--- src/rtl/lc3_io_pkg.sv ---
// -----------------------------------------------------------------------------
// lc3_io_pkg
// Shared types for the SLC-3 board-input conditioning logic.
//   btn_state_t  : debounce FSM states for one pushbutton
//   SYNC_STAGES  : depth of every clock-domain-crossing synchronizer
// -----------------------------------------------------------------------------
package lc3_io_pkg;

    typedef enum logic [1:0] {
        IDLE         = 2'd0,
        PRESS_WAIT   = 2'd1,
        PRESSED      = 2'd2,
        RELEASE_WAIT = 2'd3
    } btn_state_t;

    localparam int SYNC_STAGES = 2;

endpackage

--- src/rtl/button_debounce.sv ---
// -----------------------------------------------------------------------------
// button_debounce
// Synchronizes one raw active-low pushbutton, debounces it with a four-state
// FSM and produces a debounced active-high level plus a one-cycle press pulse.
// Ports:
//   clk_i      : system clock
//   rst_ni     : asynchronous active-low reset
//   btn_raw_i  : raw button, active-low, asynchronous to clk_i
//   level_o    : debounced level, 1 = pressed
//   pulse_o    : registered strobe, one cycle per accepted press
// -----------------------------------------------------------------------------
module button_debounce
    import lc3_io_pkg::*;
#(
    parameter int DEBOUNCE_CYCLES = 50000
) (
    input  logic clk_i,
    input  logic rst_ni,
    input  logic btn_raw_i,
    output logic level_o,
    output logic pulse_o
);

    localparam int              CNT_W    = $clog2(DEBOUNCE_CYCLES + 1);
    localparam logic [CNT_W-1:0] CNT_LAST = CNT_W'(DEBOUNCE_CYCLES - 1);

    logic [SYNC_STAGES-1:0] sync_q;
    logic                   pressed;
    btn_state_t             state_q, state_d;
    logic [CNT_W-1:0]       count_q, count_d;
    logic                   pulse_q, pulse_d;

    // Synchronizer resets to all-ones (released) so reset never looks like a press.
    always_ff @(posedge clk_i or negedge rst_ni) begin
        if (!rst_ni) begin
            sync_q <= '1;
        end else begin
            sync_q <= {sync_q[SYNC_STAGES-2:0], btn_raw_i};
        end
    end

    assign pressed = ~sync_q[SYNC_STAGES-1];

    always_ff @(posedge clk_i or negedge rst_ni) begin
        if (!rst_ni) begin
            state_q <= IDLE;
            count_q <= '0;
            pulse_q <= 1'b0;
        end else begin
            state_q <= state_d;
            count_q <= count_d;
            pulse_q <= pulse_d;
        end
    end

    // count_q holds the number of qualifying samples already seen in the wait
    // state, so the DEBOUNCE_CYCLES-th sample arrives while count_q == CNT_LAST.
    // The increment saturates at all-ones instead of wrapping.
    always_comb begin
        state_d = state_q;
        count_d = count_q;
        pulse_d = 1'b0;
        case (state_q)
            IDLE: begin
                if (pressed) begin
                    state_d = PRESS_WAIT;
                    count_d = '0;
                end
            end
            PRESS_WAIT: begin
                if (!pressed) begin
                    state_d = IDLE;
                    count_d = '0;
                end else if (count_q >= CNT_LAST) begin
                    state_d = PRESSED;
                    count_d = '0;
                    pulse_d = 1'b1;
                end else begin
                    count_d = (count_q == '1) ? count_q : count_q + 1'b1;
                end
            end
            PRESSED: begin
                if (!pressed) begin
                    state_d = RELEASE_WAIT;
                    count_d = '0;
                end
            end
            RELEASE_WAIT: begin
                if (pressed) begin
                    state_d = PRESSED;
                    count_d = '0;
                end else if (count_q >= CNT_LAST) begin
                    state_d = IDLE;
                    count_d = '0;
                end else begin
                    count_d = (count_q == '1) ? count_q : count_q + 1'b1;
                end
            end
            default: begin
                state_d = IDLE;
                count_d = '0;
            end
        endcase
    end

    assign level_o = (state_q == PRESSED) || (state_q == RELEASE_WAIT);
    assign pulse_o = pulse_q;

endmodule

--- src/rtl/slc3_input_conditioner.sv ---
// -----------------------------------------------------------------------------
// slc3_input_conditioner
// Conditions the raw SLC-3 board inputs before they reach the processor core.
// Ports:
//   Clk             : system clock (50 MHz)
//   Reset           : asynchronous active-low reset
//   Run_raw         : raw Run button, active-low, asynchronous
//   Continue_raw    : raw Continue button, active-low, asynchronous
//   SW_raw          : raw slide switches, asynchronous
//   Run_level       : debounced Run, 1 = pressed
//   Run_pulse       : one-cycle strobe per accepted Run press
//   Continue_level  : debounced Continue, 1 = pressed
//   Continue_pulse  : one-cycle strobe per accepted Continue press
//   SW_sync         : synchronized switches (no debounce)
// -----------------------------------------------------------------------------
module slc3_input_conditioner
    import lc3_io_pkg::*;
#(
    parameter int DEBOUNCE_CYCLES = 50000,
    parameter int SW_WIDTH        = 10
) (
    input  logic                Clk,
    input  logic                Reset,
    input  logic                Run_raw,
    input  logic                Continue_raw,
    input  logic [SW_WIDTH-1:0] SW_raw,
    output logic                Run_level,
    output logic                Run_pulse,
    output logic                Continue_level,
    output logic                Continue_pulse,
    output logic [SW_WIDTH-1:0] SW_sync
);

    logic [SYNC_STAGES-1:0][SW_WIDTH-1:0] swSync_q;

    button_debounce #(
        .DEBOUNCE_CYCLES(DEBOUNCE_CYCLES)
    ) runDebounce (
        .clk_i    (Clk),
        .rst_ni   (Reset),
        .btn_raw_i(Run_raw),
        .level_o  (Run_level),
        .pulse_o  (Run_pulse)
    );

    button_debounce #(
        .DEBOUNCE_CYCLES(DEBOUNCE_CYCLES)
    ) continueDebounce (
        .clk_i    (Clk),
        .rst_ni   (Reset),
        .btn_raw_i(Continue_raw),
        .level_o  (Continue_level),
        .pulse_o  (Continue_pulse)
    );

    // Switches are level inputs the core only reads, so a plain synchronizer suffices.
    always_ff @(posedge Clk or negedge Reset) begin
        if (!Reset) begin
            swSync_q <= '0;
        end else begin
            swSync_q <= {swSync_q[SYNC_STAGES-2:0], SW_raw};
        end
    end

    assign SW_sync = swSync_q[SYNC_STAGES-1];

endmodule

--- config.mk ---
export PLATFORM = sky130hd
export DESIGN_NAME = slc3_input_conditioner
export DESIGN_NICKNAME = d
export VERILOG_FILES = /design/src/rtl/lc3_io_pkg.sv /design/src/rtl/button_debounce.sv /design/src/rtl/slc3_input_conditioner.sv
export SDC_FILE = /design/constraint.sdc
export NUM_CORES = 1
export LEC_CHECK = 0
export ABC_AREA = 1
export BUFFER_PORTS_ARGS = -buffer_cell sky130_fd_sc_hd__buf_2
export CORE_MARGIN = 3
export CORE_UTILIZATION = 50
export CTS_BUF_LIST = sky130_fd_sc_hd__clkbuf_8
export DETAILED_ROUTE_END_ITERATION = 7
export PLACE_DENSITY = 0.69
export REMOVE_ABC_BUFFERS = 1
export SETUP_SLACK_MARGIN = 0.15
export SYNTH_ARGS = -nofsm -noshare
export SYNTH_HDL_FRONTEND = slang
export SYNTH_HIERARCHICAL = 1
export SYNTH_SLANG_ARGS = --single-unit
--- constraint.sdc ---
create_clock -name Clk -period 4.27 [get_ports Clk]
set_input_delay 0.427 -clock Clk [delete_from_list [all_inputs] [get_ports Clk]]
set_output_delay 0.427 -clock Clk [all_outputs]
set_load 0.02 [all_outputs]
======== Word level (Yosys, flattened, before mapping) ========
Cells that the tools add are included.
cells by class
  add/sub/neg operators ................... 2
  $lt $le $gt $ge ......................... 2
  equality and inequality tests ........... 16
  multiplexer cells ....................... 34
  reductions and logical operators ........ 8
operators with widths
  cell                                                    count
  two-way mux 16 bit                                      12
  case mux 16 bit (4 select lines)                        2
  adder 16 x 1 -> 16 bit (second input constant)          2
  == test 16 bit (second input constant)                  2
  >= comparator 16 bit (second input constant)            2
  two-way mux 2 bit                                       12
  case mux 2 bit (4 select lines)                         2
  == test 2 bit (second input constant)                   4
  AND reduction 4 bit                                     2
  two-way mux 1 bit                                       6
  inequality test 3 x 1 -> 1 bit (second input constant)  2
  inequality test 3 bit (second input constant)           2
  == test 2 x 1 -> 1 bit (second input constant)          2
  zero test 2 bit                                         2
  inequality test 2 x 1 -> 1 bit (second input constant)  2
  inequality test 2 bit (second input constant)           2
  AND reduction 2 bit                                     2
  logical OR 1 bit                                        2
storage, ports and cells
  flip-flop bits (word level) ............. 62
  input bits .............................. 14
  logic and storage cells ................. 72

======== Logic depth before layout (Yosys ltp) ========
Gate-level depths: netlist of the first run.
  word-level depth ........................ 5
  mapped depth ............................ 10

======== By module ========
The synthesis of the first run kept the hierarchy.
by module, submodules not included
  module                  times used  cells an instance  area each (µm²)  seq. area each (µm²)
  button_debounce         2           182                1,303.8          528.0
  slc3_input_conditioner  1           30                 575.6            500.5

======== Least setup slack after synthesis of the first run ========
Ideal clock, no wire load.
  path kind ............................... reg-to-reg
  start ................................... register continueDebounce.count_q[0]
  end ..................................... register continueDebounce.count_q[5]
  arrival ................................. 1,326 ps
  setup slack ............................. 2,826 ps
  cell stages (with the launch flop) ...... 10
  period minus slack after synthesis ...... 1,444 ps
  cells stage by stage .................... dfrtp_1 -> ha_1 -> nand2_2 -> nor2_4 -> nand4_4 -> buf_6 -> nand2_1 -> nand2_1 -> nand3_1 -> nand2_1
between the ends
  longest elaborated chain between the ends .. 5
RTL lines
  element                                                          line                                          source
  from (decl)                                                      button_debounce.sv:30                         logic [CNT_W-1:0] count_q, count_d;
  from (signal assigned)                                           button_debounce.sv:51                         count_q <= count_d;
  adder 16 x 1 -> 16 bit / == test 16 bit (equally long branches)  button_debounce.sv:79, button_debounce.sv:96
  two-way mux 16 bit                                               button_debounce.sv:79, button_debounce.sv:96
  two-way mux 16 bit *                                             button_debounce.sv:74, button_debounce.sv:92
  two-way mux 16 bit (on tied branches)                            button_debounce.sv:89, button_debounce.sv:71
  case mux 16 bit (4 select lines) *                               button_debounce.sv:63                         case (state_q)
Every way passes the cells marked *; elsewhere a longest branch is shown, timed or not.
A chain may end at the register's enable or synchronous reset.

======== Worst setup path in the final report of the first run ========
Same ends and word-level chain as after synthesis.

==> impl_metrics.json, run 1 <==
{
  "initial_utilization": 0.5282,
  "area_growth_pct": 8.884,
  "finClkSkew_ps": 3.898,
  "synth_top_family_by_area": "simple AND/OR/NAND/NOR gates",
  "wl_per_cell_um": 12.09,
  "syn_inst": 394,
  "hpwl_um": 4202,
  "via_count": 2510,
  "final_hold_viol_count": 0,
  "powerDensity_mw_per_mm2": 399.0,
  "drcViolationCount": 0,
  "gp_congestion": 0.8175,
  "gr-usage-met3": 0.05860,
  "drt_iter0_drc": 94,
  "cts_hold_buf": 0,
  "top_usage_layer": "met2",
  "cts_tree": "yes",
  "fp.dieArea_sq_mm": 0.007359,
  "postCtsSetupRepairBufs": 0,
  "setup_viol": 0,
  "clockBufferDepth": 2,
  "met2_usage": 0.2903,
  "grt_use_met1": 0.2360,
  "ys_seq_elements": 62,
  "grt_pass1_wl_um": 10700,
  "clk_pin_slew_ps": 80,
  "dieWidth_um": 85.79,
  "worst_slew_pin_slew_ps": 564.6,
  "yosys_warnings": 6,
  "hold_slack_ps": 76.31,
  "slew_violations": 0,
  "period_share": 0.3839,
  "min_path_type": "in2async",
  "overflow": 0,
  "crit_fanout": 13,
  "port-buffer-count": 27,
  "diodes": 0,
  "die_h_um": 85.79,
  "stdcell_count": 495,
  "h-tree-depth": 3,
  "rows": 28,
  "peakVddDrop_mv": 0.2669,
  "gr-usage-all-layers": 0.1851,
  "cts_root_buffer": "clkbuf_8",
  "p_total_mw": 1.383,
  "final.setup.tns_ps": 0,
  "synth_adder_area_share": 0.007862,
  "yosys.area_share.simple": 0.3553,
  "final_layout_size_suffix_gt1_frac": 0.1810,
  "core-area_sq_mm": 0.006026,
  "maxCapViolCount": 0,
  "ant_nets": 0,
  "crit_required_ps": 4550,
  "cts_sinks": 62,
  "p_leak_nw": 1.737,
  "synth-seq-area-share": 0.4890,
  "outcome": "finished, final reports clean",
  "grt_max_degree": 38,
  "avgSynthCellArea_sq_um": 8.079,
  "slew-limit-headroom": 0.6236,
  "layout.nets": 431,
  "grt_pass1_vias": 2436,
  "drt-vias-per-instance": 5.071,
  "antenna_found_initial": 0,
  "fmax_mhz": 610.1,
  "clock_latency_ps": 340,
  "path_class": "reg2reg",
  "ioPinCount": 28,
  "synth_compound_area_frac": 0.03695,
  "fin_crit_ps": 1639,
  "synth.area.mux_share": 0,
  "cp-start-kind": "flip-flop",
  "drtPass1Iterations": 4,
  "worst-endpoint-arrival_ps": 1920,
  "cts_resized": 0,
  "rsz0062_at_grt": "no",
  "cts_buffers": 9,
  "drt-total-wl_um": 5987,
  "dp.cells": 479,
  "netlist-cell-type-count": 27,
  "r2r_setup_slack_ps": 2630,
  "synth-xor-area-share": 0.01651,
  "end_kind": "flip-flop",
  "syn-cell-area_sq_mm": 0.003183
}
worst paths after layout:
kind | startpoint | to | depth (start not counted)
setup / recovery | continueDebounce/count_q[0]$_DFFE_PN0P_ | continueDebounce/count_q[5]$_DFFE_PN0P_ | 8
min in group Clk | Continue_raw | continueDebounce/sync_q[0]$_DFF_PN1_ | 1
setup reg to reg | continueDebounce/count_q[0]$_DFFE_PN0P_ | continueDebounce/count_q[5]$_DFFE_PN0P_ | 8
hold / removal | Reset | SW_sync[7]$_DFF_PN0_ | 1
max in group asynchronous | Reset | runDebounce/sync_q[1]$_DFF_PN1_ | 2
hold reg to reg | swSync_q[8]$_DFF_PN0_ | SW_sync[8]$_DFF_PN0_ | 0
layout make-up:
class                      instances  area (sq um)
sequential                        62          1556
tap                               75         93.84
fill                             563          2560
inverter                          44         165.2
multi-input combinational        270          1326
clock buffer                       9         123.9
clock inverter                     7         57.56
timing repair buffer              28         142.6
Yosys cell counts (all sizes together):
| library cell | instances | area [sq um] |
|---|---|---|
| o21ai | 10 | 50.05 |
| xnor2 | 4 | 35.03 |
| nor3b | 2 | 15.01 |
| nand4 | 10 | 92.59 |
| inv | 44 | 165.1 |
| buf | 14 | 120.1 |
| nand3 | 48 | 260.3 |
| nand2 | 142 | 548.0 |
| or2 | 4 | 25.02 |
| a21oi | 6 | 30.03 |
| clkbuf | 4 | 15.01 |
| dfstp | 4 | 105.1 |
| o22ai | 4 | 25.02 |
| ha | 2 | 25.02 |
| dfrtp | 58 | 1451 |
| nor2 | 32 | 180.2 |
| nor3 | 2 | 10.01 |
| xor2 | 2 | 17.52 |
| a31oi | 2 | 12.51 |
per-layer routing:
layer  up-vias  share of wire
li1       1283              -
met1      1171           0.46
met2        48           0.48
met3         8          0.043
met4         0          0.017
met5         -              0
sequential cells by signal (all words and copies together) (netlist names), named ones only:
name	cells
continueDebounce/state_q	1
runDebounce/state_q	1
continueDebounce/pulse_o	1
runDebounce/sync_q	2
SW_sync	10
runDebounce/pulse_o	1
swSync_q	10
runDebounce/count_q	16
continueDebounce/count_q	16
continueDebounce/sync_q	2
logic make-up (layout without fill, tap and decap cells):
group / Yosys count / count (layout)
and+or+nand+nor: 240 / 240
DFF: 62 / 62
buffers and inverters: 62 / 88
AOI/OAI and AO/OA: 22 / 22
xor gates and xnor gates: 6 / 6
adders and majority gates: 2 / 2
power breakdown:
group	internal (mW)	switching [mW]
Sequential	0.635	0.0394
Clock	0.218	0.254
Combinational	0.0594	0.178
through the flow:
| step | area, sq um | utilization | worst slack, ps |
|---|---|---|---|
| 3_5_place_dp | 3284 | 0.5451 | 2635 |
| 4_1_cts | 3466 | 0.5752 | 2610 |
| 3_3_place_gp | 3284 | 0.5451 | 2646 |
| 2_1_floorplan | 3048 | - | 2872 |
| 6_report | 3466 | 0.5752 | 2631 |
| 5_1_grt | 3466 | 0.5752 | 2421 |
cells in the final DEF, fill, tap and decap left out, types with 4 or more instances in the layout:
master    count
o21ai_1       4
buf_2        27
or2_1         4
nand2_2       6
nand3_2       4
o22ai_1       4
dfrtp_1      58
nand4_1       8
nand2_1     136
nor2_2        6
nor2_1       20
nor2_4        6
nand3_1      44
dfstp_2       4
inv_2         4
a21oi_1       6
inv_1        40
xnor2_1       4
o21ai_0       6
clkbuf_8      9
critical path, cell delays in order, from the launching register on:
cell     delay [ps]
dfrtp_1         430
ha_1            270
nand3_1         100
nand3_1          70
nand3_1         150
nand3_2         140
inv_2           240
nand3_1         110
nand2_1          70
No activity file was read; power rests on OpenSTA's default activity.
==> run 2, diff against run 1 <==
==> constraint.sdc (replaced) <==
create_clock -name Clk -period 1.7 [get_ports Clk]
set_input_delay 0.17 -clock Clk [delete_from_list [all_inputs] [get_ports Clk]]
set_output_delay 0.17 -clock Clk [all_outputs]
set_load 0.02 [all_outputs]
==> impl_metrics.json, run 2 (synthesis results as in run 1) <==
{
  "mostFrequentLayoutCells": "nand2_1, dfrtp_1, nand3_1, inv_1, buf_2",
  "sequentialPowerShare": 0.450,
  "maxCapViolCount": 0,
  "final_common_cell": "nand2_1",
  "drt-vias-per-instance": 5.088,
  "slew_violations": 0,
  "hpwl_um": 4165,
  "rows": 28,
  "top_regs": "continueDebounce/count_q x16, runDebounce/count_q x16",
  "peakVddDrop_mv": 0.7837,
  "fp.dieArea_sq_mm": 0.007359,
  "cts_buffers": 9,
  "worst_slew_pin_slew_ps": 332.8,
  "drt-total-wl_um": 6467,
  "rr_worst_depth": 8,
  "drtPass1Iterations": 4,
  "final.setup.tns_ps": 0,
  "grt_max_degree": 63,
  "layout.nets": 456,
  "port-buffer-count": 27,
  "worst-endpoint-arrival_ps": 1720,
  "rsz0062_at_grt": "yes",
  "overflow": 0,
  "grt_pass1_vias": 2480,
  "cts_root_buffer": "clkbuf_8",
  "final_util": 0.6356,
  "cts_tree": "yes",
  "drcViolationCount": 0,
  "clk_pin_slew_ps": 70,
  "fin_crit_ps": 1458,
  "clock_latency_ps": 350,
  "core-area_sq_mm": 0.006026,
  "period_share": 0.8576,
  "gp_congestion": 0.8311,
  "area_growth_pct": 20.32,
  "clockBufferDepth": 2,
  "r2r_setup_slack_ps": 240,
  "ant_nets": 0,
  "fmax_mhz": 685.9,
  "crit_required_ps": 1960,
  "initial_utilization": 0.5282,
  "cp-start-kind": "flip-flop",
  "wl_per_cell_um": 12.44,
  "die_h_um": 85.79,
  "gr-usage-all-layers": 0.1942,
  "swShare": 0.3290,
  "antenna_found_initial": 0,
  "via_count": 2646,
  "hold_slack_ps": 345.3,
  "finClkSkew_ps": 14.50,
  "diodes": 0,
  "h-tree-depth": 3,
  "cts_sinks": 62,
  "p_switching_mw": 1.249,
  "final_hold_viol_count": 0,
  "outcome": "finished, final reports clean",
  "ioPinCount": 28,
  "drt_iter0_drc": 140,
  "slew-limit-headroom": 0.7781,
  "setup_viol": 0,
  "p_leak_nw": 1.870,
  "reg2reg_to": "runDebounce/count_q[14]$_DFFE_PN0P_",
  "internal-power_mw": 2.546,
  "end_kind": "flip-flop",
  "dieWidth_um": 85.79,
  "r2r-start": "runDebounce/count_q[0]$_DFFE_PN0P_",
  "min_path_type": "in2async",
  "p_clk_frac": 0.326,
  "final_layout_size_suffix_gt1_frac": 0.2404,
  "grt_pass1_wl_um": 11210,
  "combPwrFrac": 0.224,
  "powerDensity_mw_per_mm2": 990.8,
  "crit_fanout": 13,
  "path_class": "reg2reg"
}
==> run 2: changes by cell type in the layout (fill, tap and decap cells not counted), moves of 3 or more <==
cell | before | now
dlygate4sd3_1 | 0 | 13
nor2_1 | 20 | 17
nor2_4 | 6 | 9
buf_4 | 1 | 10
o21ai_0 | 6 | 3
dfrtp_2 | 0 | 10
o21ai_1 | 4 | 7
dfrtp_1 | 58 | 48
==> run 2: through the flow <==
step                std cells  setup WS (ps)  cell area, sq um  power, mW
floorplan                 376          301.5              3048      2.095
global placement          483          75.39              3327      2.382
detailed placement        483          52.01              3327      2.401
CTS                       515          172.2              3694      3.712
global route              520          126.5              3830      4.032
finish                    520          242.1              3830      3.795
==> run 2: layout make-up <==
type / instances / area [sq um]
Inverter: 44 / 172.7
Fill cell: 515 / 2196
Sequential cell: 62 / 1569
Tap cell: 75 / 93.84
Clock buffer: 11 / 151.4
Multi-Input combinational cell: 271 / 1421
Timing Repair Buffer: 52 / 380.4
Clock inverter: 5 / 41.29
==> run 2: worst max-delay path by stage <==
stage	startpoint	to	slack, ps	cells after the start
final	runDebounce/count_q[0]$_DFFE_PN0P_	runDebounce/count_q[14]$_DFFE_PN0P_	240	8
after global routing	continueDebounce/count_q[0]$_DFFE_PN0P_	continueDebounce/count_q[14]$_DFFE_PN0P_	130	10
after CTS	runDebounce/count_q[0]$_DFFE_PN0P_	runDebounce/count_q[14]$_DFFE_PN0P_	170	10
after detailed placement	continueDebounce/count_q[0]$_DFFE_PN0P_	continueDebounce/count_q[2]$_DFFE_PN0P_	50	8
after global placement	continueDebounce/count_q[0]$_DFFE_PN0P_	continueDebounce/count_q[6]$_DFFE_PN0P_	80	8
after floorplan	continueDebounce/count_q[0]$_DFFE_PN0P_	continueDebounce/count_q[10]$_DFFE_PN0P_	300	9
==> run 2: worst max-delay path, cell delays in order (launching register included) <==
cell and delay (ps):
dfrtp_2 450, ha_4 180, nand3_1 80, nand3_1 60, nand3_1 120, nand3_2 160, inv_4 190, nand2_1 70
o21ai_1 60
==> run 2: layer usage <==
| metal | track usage | up-vias | part of all wire |
|---|---|---|---|
| met3 | 0.04803 | 11 | 0.041 |
| li1 | - | 1339 | - |
| met5 | 0 | - | 0 |
| met2 | 0.2931 | 55 | 0.46 |
| met4 | 0.1022 | 0 | 0.020 |
| met1 | 0.2585 | 1241 | 0.48 |
==> run 2: what timing repair did <==
action,in CTS,in global routing
pin swaps,3,6
endpoints found under the setup margin,24,31
cloned,0,1
setup buffers,3,4
resized for setup,6,28
hold endpoints to repair,70,0
hold buffers,13,0
==> run 2: power by group through the flow <==
| stage | clock network, mW | registers, mW | logic [mW] |
|---|---|---|---|
| 2_1_floorplan | 0 | 1.75 | 0.350 |
| 3_3_place_gp | 0 | 1.72 | 0.667 |
| 3_5_place_dp | 0 | 1.72 | 0.683 |
| 4_1_cts | 1.28 | 1.69 | 0.746 |
| 5_1_grt | 1.34 | 1.73 | 0.966 |
| 6_report | 1.24 | 1.71 | 0.848 |
